`src/rtl/interposer_pkg.sv`:
```
// Shared definitions for the interposer arbitration protocol: control bit
// positions, request field layout, link word format and node FSM states.
package interposer_pkg;

  localparam int CTL_TX = 2;
  localparam int CTL_RX = 1;
  localparam int CTL_BP = 0;

  localparam int DEST_W     = 3;
  localparam int DATA_W     = 32;
  localparam int REQ_ON_BIT = DEST_W;

  typedef struct packed {
    logic [DEST_W-1:0] src;
    logic [DATA_W-1:0] data;
  } link_word_t;

  typedef enum logic [1:0] {
    ST_IDLE = 2'd0,
    ST_REQ  = 2'd1,
    ST_SEND = 2'd2
  } port_state_t;

  // Saturating increment used by the optional statistics counters.
  function automatic logic [15:0] sat_inc16(input logic [15:0] v);
    return (v == 16'hFFFF) ? v : v + 16'd1;
  endfunction

endpackage

```
`src/rtl/node_port_ctrl_if.sv`:
```
// Bundle of the node port's core, arbiter and link signals.
// Optional statistics outputs appear when NODE_PORT_STATS_EN is defined.
interface node_port_ctrl_if #(
  parameter int DEST_W = 3,
  parameter int DATA_W = 32
);
  logic                     tx_valid;
  logic                     tx_ready;
  logic [DEST_W-1:0]        tx_dest;
  logic [DATA_W-1:0]        tx_data;
  logic [DEST_W:0]          request_out;
  logic [2:0]               control_in;
  logic [DEST_W+DATA_W-1:0] link_in;
  logic                     link_in_valid;
  logic [DEST_W+DATA_W-1:0] link_out;
  logic                     link_out_valid;
  logic                     rx_valid;
  logic [DEST_W-1:0]        rx_src;
  logic [DATA_W-1:0]        rx_data;
  logic                     drop_self;
  logic                     starve;
  logic                     protocol_err;
`ifdef NODE_PORT_STATS_EN
  logic [15:0]              stat_sent;
  logic [15:0]              stat_recv;
  logic [15:0]              stat_bypass;
  logic [15:0]              stat_drop;
`endif

  // Core, arbiter and upstream link side.
  modport master (
`ifdef NODE_PORT_STATS_EN
    input  stat_sent, stat_recv, stat_bypass, stat_drop,
`endif
    output tx_valid, tx_dest, tx_data, control_in, link_in, link_in_valid,
    input  tx_ready, request_out, link_out, link_out_valid,
    input  rx_valid, rx_src, rx_data, drop_self, starve, protocol_err
  );

  // Node port controller side.
  modport slave (
`ifdef NODE_PORT_STATS_EN
    output stat_sent, stat_recv, stat_bypass, stat_drop,
`endif
    input  tx_valid, tx_dest, tx_data, control_in, link_in, link_in_valid,
    output tx_ready, request_out, link_out, link_out_valid,
    output rx_valid, rx_src, rx_data, drop_self, starve, protocol_err
  );
endinterface

```
`src/rtl/node_tx_fifo.sv`:
```
// Outbound packet queue: synchronous FIFO with registered occupancy.
// The head entry is read asynchronously so the controller always sees it.
module node_tx_fifo #(
  parameter int WIDTH = 35,
  parameter int DEPTH = 4,
  localparam int PTR_W = $clog2(DEPTH)
) (
  input  logic             clk,
  input  logic             reset,
  input  logic             push,
  input  logic             pop,
  input  logic [WIDTH-1:0] din,
  output logic [WIDTH-1:0] dout,
  output logic             full,
  output logic             empty,
  output logic [PTR_W:0]   count
);
  logic [WIDTH-1:0] mem_reg [DEPTH];
  logic [PTR_W-1:0] wr_ptr_reg, rd_ptr_reg;
  logic [PTR_W:0]   count_reg;
  logic             do_push, do_pop;

  assign do_pop  = pop && (count_reg != '0);
  assign do_push = push && ((count_reg != (PTR_W+1)'(DEPTH)) || do_pop);

  // Storage write; contents need no reset since occupancy gates use.
  always_ff @(posedge clk) begin
    if (do_push) mem_reg[wr_ptr_reg] <= din;
  end

  // Pointer and occupancy bookkeeping.
  always_ff @(posedge clk) begin
    if (!reset) begin
      wr_ptr_reg <= '0;
      rd_ptr_reg <= '0;
      count_reg  <= '0;
    end else begin
      if (do_push) wr_ptr_reg <= wr_ptr_reg + 1'b1;
      if (do_pop)  rd_ptr_reg <= rd_ptr_reg + 1'b1;
      case ({do_push, do_pop})
        2'b10:   count_reg <= count_reg + 1'b1;
        2'b01:   count_reg <= count_reg - 1'b1;
        default: count_reg <= count_reg;
      endcase
    end
  end

  assign dout  = mem_reg[rd_ptr_reg];
  assign count = count_reg;
  assign full  = (count_reg == (PTR_W+1)'(DEPTH));
  assign empty = (count_reg == '0);
endmodule

```
`src/rtl/node_port_ctrl.sv`:
```
// Node-side endpoint of the interposer arbitration protocol: queues core
// packets, requests the link, and transmits/receives/bypasses per arbiter
// control. Define NODE_PORT_STATS_EN to add saturating traffic counters.
module node_port_ctrl #(
  parameter int NODE_ID       = 0,
  parameter int NODE_COUNT    = 8,
  parameter int DEST_W        = 3,
  parameter int DATA_W        = 32,
  parameter int FIFO_DEPTH    = 4,
  parameter int STARVE_CYCLES = 64
) (
  input logic             clk,
  input logic             reset,
  node_port_ctrl_if.slave bus
);
  import interposer_pkg::*;

  localparam int LINK_W = DEST_W + DATA_W;
  localparam int CNT_W  = $clog2(FIFO_DEPTH) + 1;
  localparam int STV_W  = $clog2(STARVE_CYCLES + 1);
  localparam logic [DEST_W-1:0] SELF_ID = DEST_W'(NODE_ID % NODE_COUNT);

  port_state_t       state_reg, state_next;
  logic [LINK_W-1:0] head;
  logic [CNT_W-1:0]  occ;
  logic              full, empty, accept, push, pop;
  logic              ctl_multi, ctl_tx, ctl_rx, ctl_bp, grant, err;

  logic [LINK_W-1:0] link_out_reg;
  logic              link_out_valid_reg, rx_valid_reg, drop_reg;
  logic [DEST_W-1:0] rx_src_reg;
  logic [DATA_W-1:0] rx_data_reg;
  logic              starve_reg, perr_reg;
  logic [STV_W-1:0]  wait_reg;

  assign accept = bus.tx_valid && !full;
  assign push   = accept && (bus.tx_dest != SELF_ID);
  assign pop    = (state_reg == ST_SEND);

  node_tx_fifo #(.WIDTH(LINK_W), .DEPTH(FIFO_DEPTH)) u_fifo (
    .clk   (clk),
    .reset (reset),
    .push  (push),
    .pop   (pop),
    .din   ({bus.tx_dest, bus.tx_data}),
    .dout  (head),
    .full  (full),
    .empty (empty),
    .count (occ)
  );

  // Only a one-hot control word is a legal command.
  assign ctl_multi = (bus.control_in[CTL_TX] & bus.control_in[CTL_RX]) |
                     (bus.control_in[CTL_TX] & bus.control_in[CTL_BP]) |
                     (bus.control_in[CTL_RX] & bus.control_in[CTL_BP]);
  assign ctl_tx = bus.control_in[CTL_TX] && !ctl_multi;
  assign ctl_rx = bus.control_in[CTL_RX] && !ctl_multi;
  assign ctl_bp = bus.control_in[CTL_BP] && !ctl_multi;
  assign grant  = ctl_tx && (state_reg == ST_REQ);
  assign err    = ctl_multi || (ctl_tx && (state_reg != ST_REQ)) ||
                  (ctl_rx && (bus.link_in[LINK_W-1 -: DEST_W] == SELF_ID));

  // FSM state register.
  always_ff @(posedge clk) begin
    if (!reset) state_reg <= ST_IDLE;
    else        state_reg <= state_next;
  end

  // FSM next state: request while queued, send one packet per grant.
  always_comb begin
    state_next = state_reg;
    case (state_reg)
      ST_IDLE: if (!empty) state_next = ST_REQ;
      ST_REQ:  if (grant)  state_next = ST_SEND;
      ST_SEND: state_next = ((occ > CNT_W'(1)) || push) ? ST_REQ : ST_IDLE;
      default: state_next = ST_IDLE;
    endcase
  end

  // Link and delivery outputs, one cycle after the sampled control word.
  always_ff @(posedge clk) begin
    if (!reset) begin
      link_out_reg       <= '0;
      link_out_valid_reg <= 1'b0;
      rx_valid_reg       <= 1'b0;
      rx_src_reg         <= '0;
      rx_data_reg        <= '0;
      perr_reg           <= 1'b0;
    end else begin
      link_out_valid_reg <= 1'b0;
      rx_valid_reg       <= 1'b0;
      if (err) begin
        perr_reg <= 1'b1;
      end else if (grant) begin
        link_out_reg       <= {SELF_ID, head[DATA_W-1:0]};
        link_out_valid_reg <= 1'b1;
      end else if (ctl_rx && bus.link_in_valid) begin
        rx_valid_reg <= 1'b1;
        rx_src_reg   <= bus.link_in[LINK_W-1 -: DEST_W];
        rx_data_reg  <= bus.link_in[DATA_W-1:0];
      end else if (ctl_bp) begin
        link_out_reg       <= bus.link_in;
        link_out_valid_reg <= bus.link_in_valid;
      end
    end
  end

  // Self-addressed packets are discarded and flagged for one cycle.
  always_ff @(posedge clk) begin
    if (!reset) drop_reg <= 1'b0;
    else        drop_reg <= accept && (bus.tx_dest == SELF_ID);
  end

  // Starvation watchdog over ungranted request cycles.
  always_ff @(posedge clk) begin
    if (!reset) begin
      wait_reg   <= '0;
      starve_reg <= 1'b0;
    end else if (grant) begin
      wait_reg   <= '0;
      starve_reg <= 1'b0;
    end else if (state_reg == ST_REQ) begin
      if (wait_reg != STV_W'(STARVE_CYCLES)) wait_reg <= wait_reg + 1'b1;
      if (wait_reg >= STV_W'(STARVE_CYCLES - 1)) starve_reg <= 1'b1;
    end else begin
      wait_reg <= '0;
    end
  end

  assign bus.tx_ready       = !full;
  assign bus.request_out    = (state_reg == ST_REQ) ? {1'b1, head[LINK_W-1 -: DEST_W]} : '0;
  assign bus.link_out       = link_out_reg;
  assign bus.link_out_valid = link_out_valid_reg;
  assign bus.rx_valid       = rx_valid_reg;
  assign bus.rx_src         = rx_src_reg;
  assign bus.rx_data        = rx_data_reg;
  assign bus.drop_self      = drop_reg;
  assign bus.starve         = starve_reg;
  assign bus.protocol_err   = perr_reg;

`ifdef NODE_PORT_STATS_EN
  logic [15:0] sent_reg, recv_reg, bypass_reg, dropcnt_reg;

  // Saturating traffic counters.
  always_ff @(posedge clk) begin
    if (!reset) begin
      sent_reg    <= '0;
      recv_reg    <= '0;
      bypass_reg  <= '0;
      dropcnt_reg <= '0;
    end else begin
      if (state_reg == ST_SEND)        sent_reg    <= sat_inc16(sent_reg);
      if (rx_valid_reg)                recv_reg    <= sat_inc16(recv_reg);
      if (ctl_bp && bus.link_in_valid) bypass_reg  <= sat_inc16(bypass_reg);
      if (drop_reg)                    dropcnt_reg <= sat_inc16(dropcnt_reg);
    end
  end

  assign bus.stat_sent   = sent_reg;
  assign bus.stat_recv   = recv_reg;
  assign bus.stat_bypass = bypass_reg;
  assign bus.stat_drop   = dropcnt_reg;
`endif
endmodule

```
`src/flat_wrapper.sv`:
```
// flat-port wrapper written by rule: the top's interface ports become plain ports
module node_port_ctrl_flat import interposer_pkg::*;
#(
  parameter int NODE_ID       = 0,
  parameter int NODE_COUNT    = 8,
  parameter int DEST_W        = 3,
  parameter int DATA_W        = 32,
  parameter int FIFO_DEPTH    = 4,
  parameter int STARVE_CYCLES = 64
)
  (clk, reset, bus_tx_valid, bus_tx_dest, bus_tx_data, bus_control_in, bus_link_in, bus_link_in_valid, bus_tx_ready, bus_request_out, bus_link_out, bus_link_out_valid, bus_rx_valid, bus_rx_src, bus_rx_data, bus_drop_self, bus_starve, bus_protocol_err);
  node_port_ctrl_if #(.DEST_W(DEST_W), .DATA_W(DATA_W)) bus_i ();
  input logic clk;
  input logic reset;
  input wire logic [$bits(bus_i.tx_valid)-1:0] bus_tx_valid;
  input wire logic [$bits(bus_i.tx_dest)-1:0] bus_tx_dest;
  input wire logic [$bits(bus_i.tx_data)-1:0] bus_tx_data;
  input wire logic [$bits(bus_i.control_in)-1:0] bus_control_in;
  input wire logic [$bits(bus_i.link_in)-1:0] bus_link_in;
  input wire logic [$bits(bus_i.link_in_valid)-1:0] bus_link_in_valid;
  output wire logic [$bits(bus_i.tx_ready)-1:0] bus_tx_ready;
  output wire logic [$bits(bus_i.request_out)-1:0] bus_request_out;
  output wire logic [$bits(bus_i.link_out)-1:0] bus_link_out;
  output wire logic [$bits(bus_i.link_out_valid)-1:0] bus_link_out_valid;
  output wire logic [$bits(bus_i.rx_valid)-1:0] bus_rx_valid;
  output wire logic [$bits(bus_i.rx_src)-1:0] bus_rx_src;
  output wire logic [$bits(bus_i.rx_data)-1:0] bus_rx_data;
  output wire logic [$bits(bus_i.drop_self)-1:0] bus_drop_self;
  output wire logic [$bits(bus_i.starve)-1:0] bus_starve;
  output wire logic [$bits(bus_i.protocol_err)-1:0] bus_protocol_err;
  assign bus_i.tx_valid = bus_tx_valid;
  assign bus_i.tx_dest = bus_tx_dest;
  assign bus_i.tx_data = bus_tx_data;
  assign bus_i.control_in = bus_control_in;
  assign bus_i.link_in = bus_link_in;
  assign bus_i.link_in_valid = bus_link_in_valid;
  assign bus_tx_ready = bus_i.tx_ready;
  assign bus_request_out = bus_i.request_out;
  assign bus_link_out = bus_i.link_out;
  assign bus_link_out_valid = bus_i.link_out_valid;
  assign bus_rx_valid = bus_i.rx_valid;
  assign bus_rx_src = bus_i.rx_src;
  assign bus_rx_data = bus_i.rx_data;
  assign bus_drop_self = bus_i.drop_self;
  assign bus_starve = bus_i.starve;
  assign bus_protocol_err = bus_i.protocol_err;
  node_port_ctrl #(.NODE_ID(NODE_ID), .NODE_COUNT(NODE_COUNT), .DEST_W(DEST_W), .DATA_W(DATA_W), .FIFO_DEPTH(FIFO_DEPTH), .STARVE_CYCLES(STARVE_CYCLES)) u_core (.clk(clk), .reset(reset), .bus(bus_i));
endmodule
```
`config.mk`:
```
export PLATFORM = sky130hd
export DESIGN_NAME = node_port_ctrl_flat
export DESIGN_NICKNAME = d
export VERILOG_FILES = /design/src/rtl/interposer_pkg.sv /design/src/rtl/node_port_ctrl_if.sv /design/src/rtl/node_tx_fifo.sv /design/src/rtl/node_port_ctrl.sv /design/src/flat_wrapper.sv
export SDC_FILE = /design/constraint.sdc
export NUM_CORES = 1
export LEC_CHECK = 0
export CAP_MARGIN = 25
export CORE_UTILIZATION = 40
export CTS_CLUSTER_SIZE = 24
export DETAILED_ROUTE_END_ITERATION = 6
export SYNTH_ARGS = -nofsm -noshare
export SYNTH_HDL_FRONTEND = slang
export SYNTH_SLANG_ARGS = --single-unit
```
`constraint.sdc`:
```
create_clock -name clk -period 3.2 [get_ports clk]
set_clock_uncertainty 0.15 [all_clocks]
set_input_delay 0.48 -clock clk [delete_from_list [all_inputs] [get_ports clk]]
set_output_delay 0.48 -clock clk [all_outputs]
set_load 0.005 [all_outputs]
```
# == Word level (Yosys, flattened, before mapping) ==
# Memory sizes are Yosys's and may differ from the RTL's. A register that Yosys moved wholly into a read port is not among the register bits.
# Index checks and enable logic that the tools add are counted.
# word_totals
in_bits,77
mem_bits_ro,0
word_cells,92
ramBits,140
memories,1
latchBits,0
ff_bits,91
# memory_table
memory,depth,width,read_ports,rd_clocked_by_memory_dff,write_ports,line_no,source
u_core.u_fifo.mem_reg,4,35,1,1,1,node_tx_fifo.sv:18,logic [WIDTH-1:0] mem_reg [DEPTH];
# op_classes
add_sub_neg,5
mux,17
order_cmp,2
multipliers,0
shifts,0
bitwise,9
eq_ne,11
reduce_logical,34
n_div,0
# ops
operator,n
two-way mux 35 bit,3
logical AND 1 bit,12
zero test 3 bit,3
two-way mux 2 bit,4
adder 7 x 1 -> 7 bit (second input constant),1
>= comparator 7 x 6 -> 1 bit (second input constant),1
two-way mux 1 bit,7
!= test 7 bit (second input constant),1
!= test 2 x 1 -> 1 bit (second input constant),3
one-hot mux 2 bit (3 select lines),1
one-hot mux 3 bit (2 select lines),1
AND reduction 3 bit,2
nonzero test 3 bit,2
OR reduction 3 bit,2
adder 2 x 1 -> 2 bit (second input constant),2
equality test 2 x 1 -> 1 bit (second input constant),2
equality test 2 bit (second input constant),2
logical OR 1 bit,4
two-way mux 4 bit,1
NOT 1 bit,4
AND reduction 2 bit,2
nonzero test 2 bit,2
OR reduction 2 bit,2
adder 3 x 1 -> 3 bit (second input constant),1
other kinds (9),13

# == Logic depth before layout (Yosys ltp) ==
# Gate-level depths: netlist (run 1).
# depth
word_depth,10
depth_mapped,10

# == By module ==
# Synthesis (run 1) repeated with hierarchy kept, for this count alone.
# hier_totals
hier_cells,590
area_unflattened_um2,8888.5
# modules_own_cells
mod,seq_area_each_um2,area_per_inst_um2,cells_each,instances
node_tx_fifo,4384.2,5585.4,243,1
node_port_ctrl,1681.6,3303.2,347,1

# == Worst setup path before layout (run 1) ==
# No wires, ideal clock.
# synth_timing
path_kind,reg2reg
from,register u_core.u_fifo.count_reg[0] (netlist: u_core.u_fifo.count[0])
to,"memory u_core.u_fifo.mem_reg[0][0], enable pin"
path_slack_ns,0.529
t_arrival_ns,2.126
setup_ns,0.395
required_time_ns,2.655
path_stages_with_launch,7
synth_period_minus_slack_ns,2.671
path_cell_list,dfxtp_1 inv_1 ha_1 a21boi_0 nor2b_1 clkbuf_1 and2_1
# synth_between
elab_chain_len,7
word_cells_on_any_way,11
classes_between,eq/ne (2); mux (2); reduce/logical (7)
# synth_lines
item,line_no,source
from (decl),node_tx_fifo.sv:20,logic [PTR_W:0] count_reg;
from (signal assigned),node_tx_fifo.sv:41,2'b10: count_reg <= count_reg + 1'b1;
from (signal assigned),node_tx_fifo.sv:42,2'b01: count_reg <= count_reg - 1'b1;
from (signal assigned),node_tx_fifo.sv:43,default: count_reg <= count_reg;
equality test 3 bit,node_tx_fifo.sv:50,assign full = (count_reg == (PTR_W+1)'(DEPTH));
zero test 1 bit,node_port_ctrl.sv:36,assign accept = bus.tx_valid && !full;
logical AND 1 bit,node_port_ctrl.sv:36,
logical AND 1 bit,node_port_ctrl.sv:37,assign push = accept && (bus.tx_dest != SELF_ID);
logical AND 1 bit *,node_tx_fifo.sv:24,assign do_push = push && ((count_reg != (PTR_W+1)'(DEPTH)) || do_pop);
two-way mux 1 bit *,node_tx_fifo.sv:28,if (do_push) mem_reg[wr_ptr_reg] <= din;
two-way mux 1 bit (implied by the code) *,node_tx_fifo.sv:28,
to (decl),node_tx_fifo.sv:18,
# Mark *: on every way between the ends. The rest lies on a longest branch, timed or not.

# == Final worst setup path (run 1) ==
# layout_timing
from,register u_core.state_reg[0]
to,output bus_request_out[0]
# layout_between
elab_chain_len,2
# layout_lines
item,line_no,source
from (decl),node_port_ctrl.sv:23,"port_state_t state_reg, state_next;"
from (signal assigned),node_port_ctrl.sv:66,else state_reg <= state_next;
equality test 2 x 1 -> 1 bit,node_port_ctrl.sv:131,"assign bus.request_out = (state_reg == ST_REQ) ? {1'b1, head[LINK_W-1 -: DEST_W]} : '0;"
two-way mux 4 bit,node_port_ctrl.sv:131,
to (decl),flat_wrapper.sv:22,output wire logic [$bits(bus_i.request_out)-1:0] bus_request_out;
# No other way between the ends.

==> impl_metrics.tcl, run 1 <==
set metrics [dict create \
    clk_pin_slew_ns 0.06 \
    hold_end "u_core.bus.protocol_err" \
    violations "DRC" \
    dpl_worst_slack_ns 0.613 \
    drive_gt1_share_pct 13.2 \
    yosysUniqueCellTypes 43 \
    rr_worst_depth 8 \
    endpoint_kind "output port" \
    syn_to_final_growth_pct 29.6 \
    dpl-instance-area_sq_mm 0.0109 \
    via_count 5765 \
    antenna_found_initial 0 \
    layout_common_cells "155 x clkdlybuf4s50_1, 140 x edfxtp_1, 108 x nand2_1, 91 x dfxtp_1, 66 x a21oi_1" \
    tritoncts "built" \
    nets 902 \
    cts_sinks 233 \
    synth_nets 742 \
    setup_violations 0 \
    cts-htree-levels 1 \
    synth-seq-area-share_pct 67.2 \
    postCtsResizedCells 0 \
    fin_util_pct 53.3 \
    io_buffers 156 \
    chipWidth_um 152 \
    leakagePower_nw 3.88 \
    required_ns 2.57 \
    largest_reg_flops 140 \
    synth_area_leaders "edfxtp_1 47%, dfxtp_1 21%, mux4_2 8.7%" \
    fmax_mhz 368 \
    ios 157 \
    placed_cells 1067 \
    start_kind "register" \
    ys.flop_type "edfxtp_1" \
    min-delay-start "reset" \
    firstDrtPassIters 7 \
    period_needed_ns 2.72 \
    grt_pass1_wl_mm 33.6 \
    synth_edf_count 140 \
    hold_path.class "in -> reg" \
    power_density_mw_per_mm2 575 \
    status "finished, violations left" \
    grtUsageTotal_pct 18.8 \
    avgSynthCellArea_sq_um 13.8 \
    vdd_drop_max_mv 0.343 \
    grt_pass1_vias 5949 \
    diodes 0 \
    cts_setup_buffers 0 \
    die-area_sq_mm 0.0232 \
    yosysWarnings 0 \
    worstMarginPinSlew_ns 0.651 \
    cts-buffers-inserted 25 \
    core_sq_mm 0.0220 \
    arrival_ns 2.09 \
    holdBufCountCts 0 \
    clock_latency_ns 0.53 \
    rsz0062_at_grt "false" \
    stdcell_area_sq_mm 0.0117 \
    slew_headroom_pct 56.6 \
    hold_viol 0 \
    clockBufferDepth 3 \
    final_common_cell "clkdlybuf4s50_1" \
    drcViolationCount 16 \
    yosys_register_bits 233 \
    gp_congestion 0.763 \
    die_h_um 152 \
    wl_mm 21.5 \
    clockRootBuffer "clkbuf_16" \
    setup.worst_path.start "u_core.state_reg[0]" \
    reg2reg_slack_ns 0.78 \
    async_flop_share_pct 0 \
    dp_hpwl_mm 14.7 \
    hold_path_depth 2 \
    start_util_pct 41.1 \
    drtIter0Drc 308 \
    fin_tns_setup_ns 0 \
    netlist.area_leader.share_pct 46.5 \
    overflow 0 \
    r2r_end "u_core.u_fifo.count[2]" \
    critPathKind "reg -> out" \
    yosys.area.top_type "edfxtp_1" \
    critPathMaxFanout 6 \
    grt_max_degree 66 \
    synth_cells 654 \
    wl_per_cell_um 19.3 \
    syn-cell-area_sq_mm 0.00903 \
    period_share_pct 84.9 \
    timing.rr.start "u_core.u_fifo.count[0]" \
    slew_viol_final 0 \
    rows 54 \
    layout_setup_ws_ns 0.482 \
    maxCapViolCount 0 \
    stdcell_count 1113 \
    vias_per_cell 5.18 \
    ant_nets 0 \
]
[stage by stage]
stage               total power [mW]  hold WS [ns]
finish                          6.73         0.248
detailed placement              4.00         0.296
global placement                3.98         0.289
CTS                             6.82         0.230
floorplan                       3.66         0.301
global route                    6.98         0.268
[how the worst max path moves through the flow]
| stage | cells past startpoint | end |
|---|---|---|
| 2_1_floorplan | 6 | u_core.u_fifo.mem_reg[0][0] |
| 3_3_place_gp | 7 | u_core.u_fifo.count[2] |
| 3_5_place_dp | 7 | u_core.u_fifo.count[2] |
| 4_1_cts | 3 | bus_request_out[0] |
| 5_1_grt | 3 | bus_request_out[0] |
| 6_report | 3 | bus_request_out[0] |
[routing by layer]
metal / vias up / part of all wire, % / track usage [%]
li1: 2714 / - / -
met1: 2834 / 44 / 24.9
met2: 174 / 47 / 31.2
met3: 43 / 5.2 / 2.84
met4: 0 / 2.9 / 6.95
met5: - / 0 / 0
[critical path, cell delays in order (launching register included)]
cell and delay (ns):
dfxtp_1 0.40, nor2b_1 0.48, and2_1 0.20, clkdlybuf4s50_1 0.50
[cells by family after synthesis]
group / after synthesis / synth area share [%]
xor gates and xnor gates: 11 / 1.07
AOI/OAI and AO/OA: 150 / 9.92
buffers and inverters: 47 / 2.80
muxes: 38 / 9.06
and+or+nand+nor: 164 / 8.48
DFF: 233 / 67.2
adders and majority gates: 11 / 1.52
[cell type report]
type                            count  area, sq um
Clock inverter                     20          171
Timing Repair Buffer              172         1730
Sequential cell                   233         6070
Inverter                            8         30.0
Fill cell                        1843        10300
Multi-Input combinational cell    374         2720
Tap cell                          280          350
Clock buffer                       26          639
[synth_stat cells, types with 9 or more instances]
cell / number
nand2_1: 108
buf_2: 12
a21oi_1: 66
o21ai_1: 14
and2_1: 15
nor2_1: 9
clkbuf_1: 13
edfxtp_1: 140
a21boi_1: 30
ha_1: 11
buf_4: 10
mux4_2: 35
o21ai_0: 24
dfxtp_1: 93
a21boi_0: 10
[report_power, final]
group	switching, mW	leakage [nW]	internal, mW	total [mW]
Sequential	0.0565	2.04	3.32	3.37
Combinational	0.264	1.45	0.287	0.552
Clock	1.18	0.390	1.62	2.81
Total	1.50	3.88	5.23	6.73
Power figures use the tool's default switching activity.
==> run 2, diff against run 1 <==
--- a/config.mk
+++ b/config.mk
@@ -9,6 +9,7 @@
 export CORE_UTILIZATION = 40
 export CTS_CLUSTER_SIZE = 24
 export DETAILED_ROUTE_END_ITERATION = 6
+export PLACE_DENSITY = 0.66
 export SYNTH_ARGS = -nofsm -noshare
 export SYNTH_HDL_FRONTEND = slang
 export SYNTH_SLANG_ARGS = --single-unit
==> constraint.sdc (replaced) <==
create_clock -name clk -period 2.5 [get_ports clk]
set_clock_uncertainty 0.15 [all_clocks]
set_input_delay 0.375 -clock clk [delete_from_list [all_inputs] [get_ports clk]]
set_output_delay 0.375 -clock clk [all_outputs]
set_load 0.005 [all_outputs]
==> run 2 against run 1 <==
Net effect: the flow still finishes with violations (DRC); worst hold slack got worse by 0.062 ns; cell count increased by 1.2%; total power grew 29%; die area unchanged; sequential power rose by 28%; flip-flop and latch count stayed put; via count is 1.3% lower; worst setup slack got worse by 0.40 ns; first-iteration DRC count is 26% lower; critical endpoint unchanged.
==> impl_metrics.tcl, run 2 (synthesis results as in run 1) <==
set metrics [dict create \
    grt_pass1_vias 5576 \
    nets 915 \
    rsz0062_at_grt "false" \
    core_sq_mm 0.0220 \
    reg2reg_slack_ns 0.22 \
    setup_violations 0 \
    grt_max_degree 37 \
    endpoint_kind "output port" \
    hold_path.class "in -> reg" \
    dpl-instance-area_sq_mm 0.0110 \
    combPwrFrac_pct 8.3 \
    period_share_pct 96.7 \
    fmax_mhz 414 \
    wl_mm 20.4 \
    clockBufferDepth 3 \
    multi_input_area_sq_mm 0.00272 \
    vias_per_cell 5.05 \
    stdcell_count 1126 \
    p_sw_share_pct 21.1 \
    placed_cells 1079 \
    drtIter0Drc 227 \
    start_util_pct 41.1 \
    tritoncts "built" \
    register_area_sq_mm 0.00607 \
    status "finished, violations left" \
    syn_to_final_growth_pct 31.2 \
    timing.rr.start "u_core.u_fifo.count[0]" \
    power.switching_mw 1.83 \
    arrival_ns 1.89 \
    slew_headroom_pct 58.0 \
    grt_pass1_wl_mm 32.2 \
    rr_worst_depth 7 \
    start_kind "register" \
    drcViolationCount 13 \
    diodes 0 \
    p_seq_share_pct 49.8 \
    fin_tns_setup_ns 0 \
    clk_pin_slew_ns 0.06 \
    totalPowerFinal_mw 8.67 \
    overflow 0 \
    leakagePower_nw 4.00 \
    holdBufCountCts 0 \
    ios 157 \
    cts_sinks 233 \
    whs_ns 0.186 \
    layout_common_cells "152 x clkdlybuf4s50_1, 140 x edfxtp_1, 108 x nand2_1, 91 x dfxtp_1, 66 x a21oi_1" \
    critPathKind "reg -> out" \
    hold_viol 0 \
    cts-buffers-inserted 25 \
    power_frac_clock_pct 41.9 \
    power_density_mw_per_mm2 731 \
    period_needed_ns 2.42 \
    vdd_drop_max_mv 0.485 \
    slew_viol_final 0 \
    die_h_um 152 \
    final_common_cell "clkdlybuf4s50_1" \
    wl_per_cell_um 18.1 \
    ant_nets 0 \
    worstMarginPinSlew_ns 0.631 \
    worstPathCellList "buf_4 > mux4_2 > and2_1 > dlygate4sd2_1" \
    critPathMaxFanout 3 \
    endpoint "bus_request_out[0]" \
    required_ns 1.98 \
    r2r_end "u_core.u_fifo.mem_reg[1][8]" \
    fill_cells 1849 \
    die-area_sq_mm 0.0232 \
    p_int_mw 6.84 \
    drive_gt1_share_pct 13.8 \
    violations "DRC" \
    rows 54 \
    gp_congestion 0.751 \
    clock_latency_ns 0.51 \
    maxCapViolCount 0 \
    io_buffers 156 \
    crit_slowest_cell "mux4_2" \
    stdcell_area_sq_mm 0.0119 \
    cts-htree-levels 1 \
    clockRootBuffer "clkbuf_16" \
    grtUsageTotal_pct 17.7 \
    largest_reg_flops 140 \
    via_count 5689 \
    firstDrtPassIters 6 \
    dp_hpwl_mm 14.2 \
    antenna_found_initial 0 \
    slowest_delay_ns 0.49 \
    chipWidth_um 152 \
]
==> run 2: cell count changes in the layout (fill, tap and decap cells not counted), moves of 2 or more <==
cell / previous run / this run
dfxtp_4: 0 / 2
dfxtp_2: 2 / 0
clkbuf_1: 0 / 8
clkinv_1: 3 / 1
clkbuf_2: 0 / 2
buf_12: 4 / 7
clkinv_2: 6 / 2
clkdlybuf4s50_1: 155 / 152
clkbuf_8: 1 / 5
dlygate4sd2_1: 0 / 2
inv_6: 3 / 1
buf_4: 12 / 22
clkinvlp_4: 4 / 0
==> run 2: per-layer routing <==
layer  vias up  track usage (%)  wire length (um)
met5         -                0                 0
met4         0             4.13               267
met3        15             3.16              1070
met2       137             28.8              9540
met1      2799             24.7              9530
li1       2738                -                 -
==> run 2: worst min path at each step <==
| stage | startpoint | end | slack, ns | depth (start not counted) |
|---|---|---|---|---|
| 2_1_floorplan | u_core.bus.rx_data[10] | u_core.bus.rx_data[10] | 0.30 | 2 |
| 3_3_place_gp | u_core.bus.rx_data[7] | u_core.bus.rx_data[7] | 0.29 | 2 |
| 5_1_grt | reset | u_core.bus.protocol_err | 0.19 | 2 |
| 4_1_cts | reset | u_core.bus.protocol_err | 0.16 | 2 |
| 3_5_place_dp | u_core.bus.rx_data[3] | u_core.bus.rx_data[3] | 0.30 | 2 |
| 6_report | reset | u_core.bus.protocol_err | 0.19 | 2 |
==> run 2: power groups by stage <==
stage               sequential (mW)  clock [mW]  combinational [mW]
finish                         4.31        3.63               0.720
global route                   4.33        3.88               0.779
CTS                            4.32        3.72               0.730
detailed placement             4.40           0               0.729
global placement               4.39           0               0.720
floorplan                      4.38           0               0.302
==> run 2: final cells by class <==
type | instances | area share, %
tap | 280 | 2.96
clock inverter | 6 | 0.697
inverter | 8 | 0.253
clock buffer | 40 | 6.20
timing repair buffer | 185 | 15.7
sequential | 233 | 51.2
multi-input combinational | 374 | 23.0
==> run 2: what timing repair did <==
item                                    in CTS  in global routing
pin swaps                                    0                  0
buffers inserted                             1                  0
cloned                                       0                  0
gates resized for setup                      3                  2
endpoints found under the setup margin       3                  1
==> run 2: stage by stage <==
step	util (%)	setup slack [ns]
6_report	54.0	0.0827
5_1_grt	54.0	0.0176
4_1_cts	54.0	0.00251
3_5_place_dp	50.2	0.114
3_3_place_gp	50.2	0.0901
2_1_floorplan	-	0.165
==> run 2: worst max-delay path: cells and delay by family, from the launching register on <==
family | cells | cell delay [ns]
muxes | 1 | 0.49
buffers and inverters | 2 | 0.38
DFF | 1 | 0.35
and+or+nand+nor | 1 | 0.16
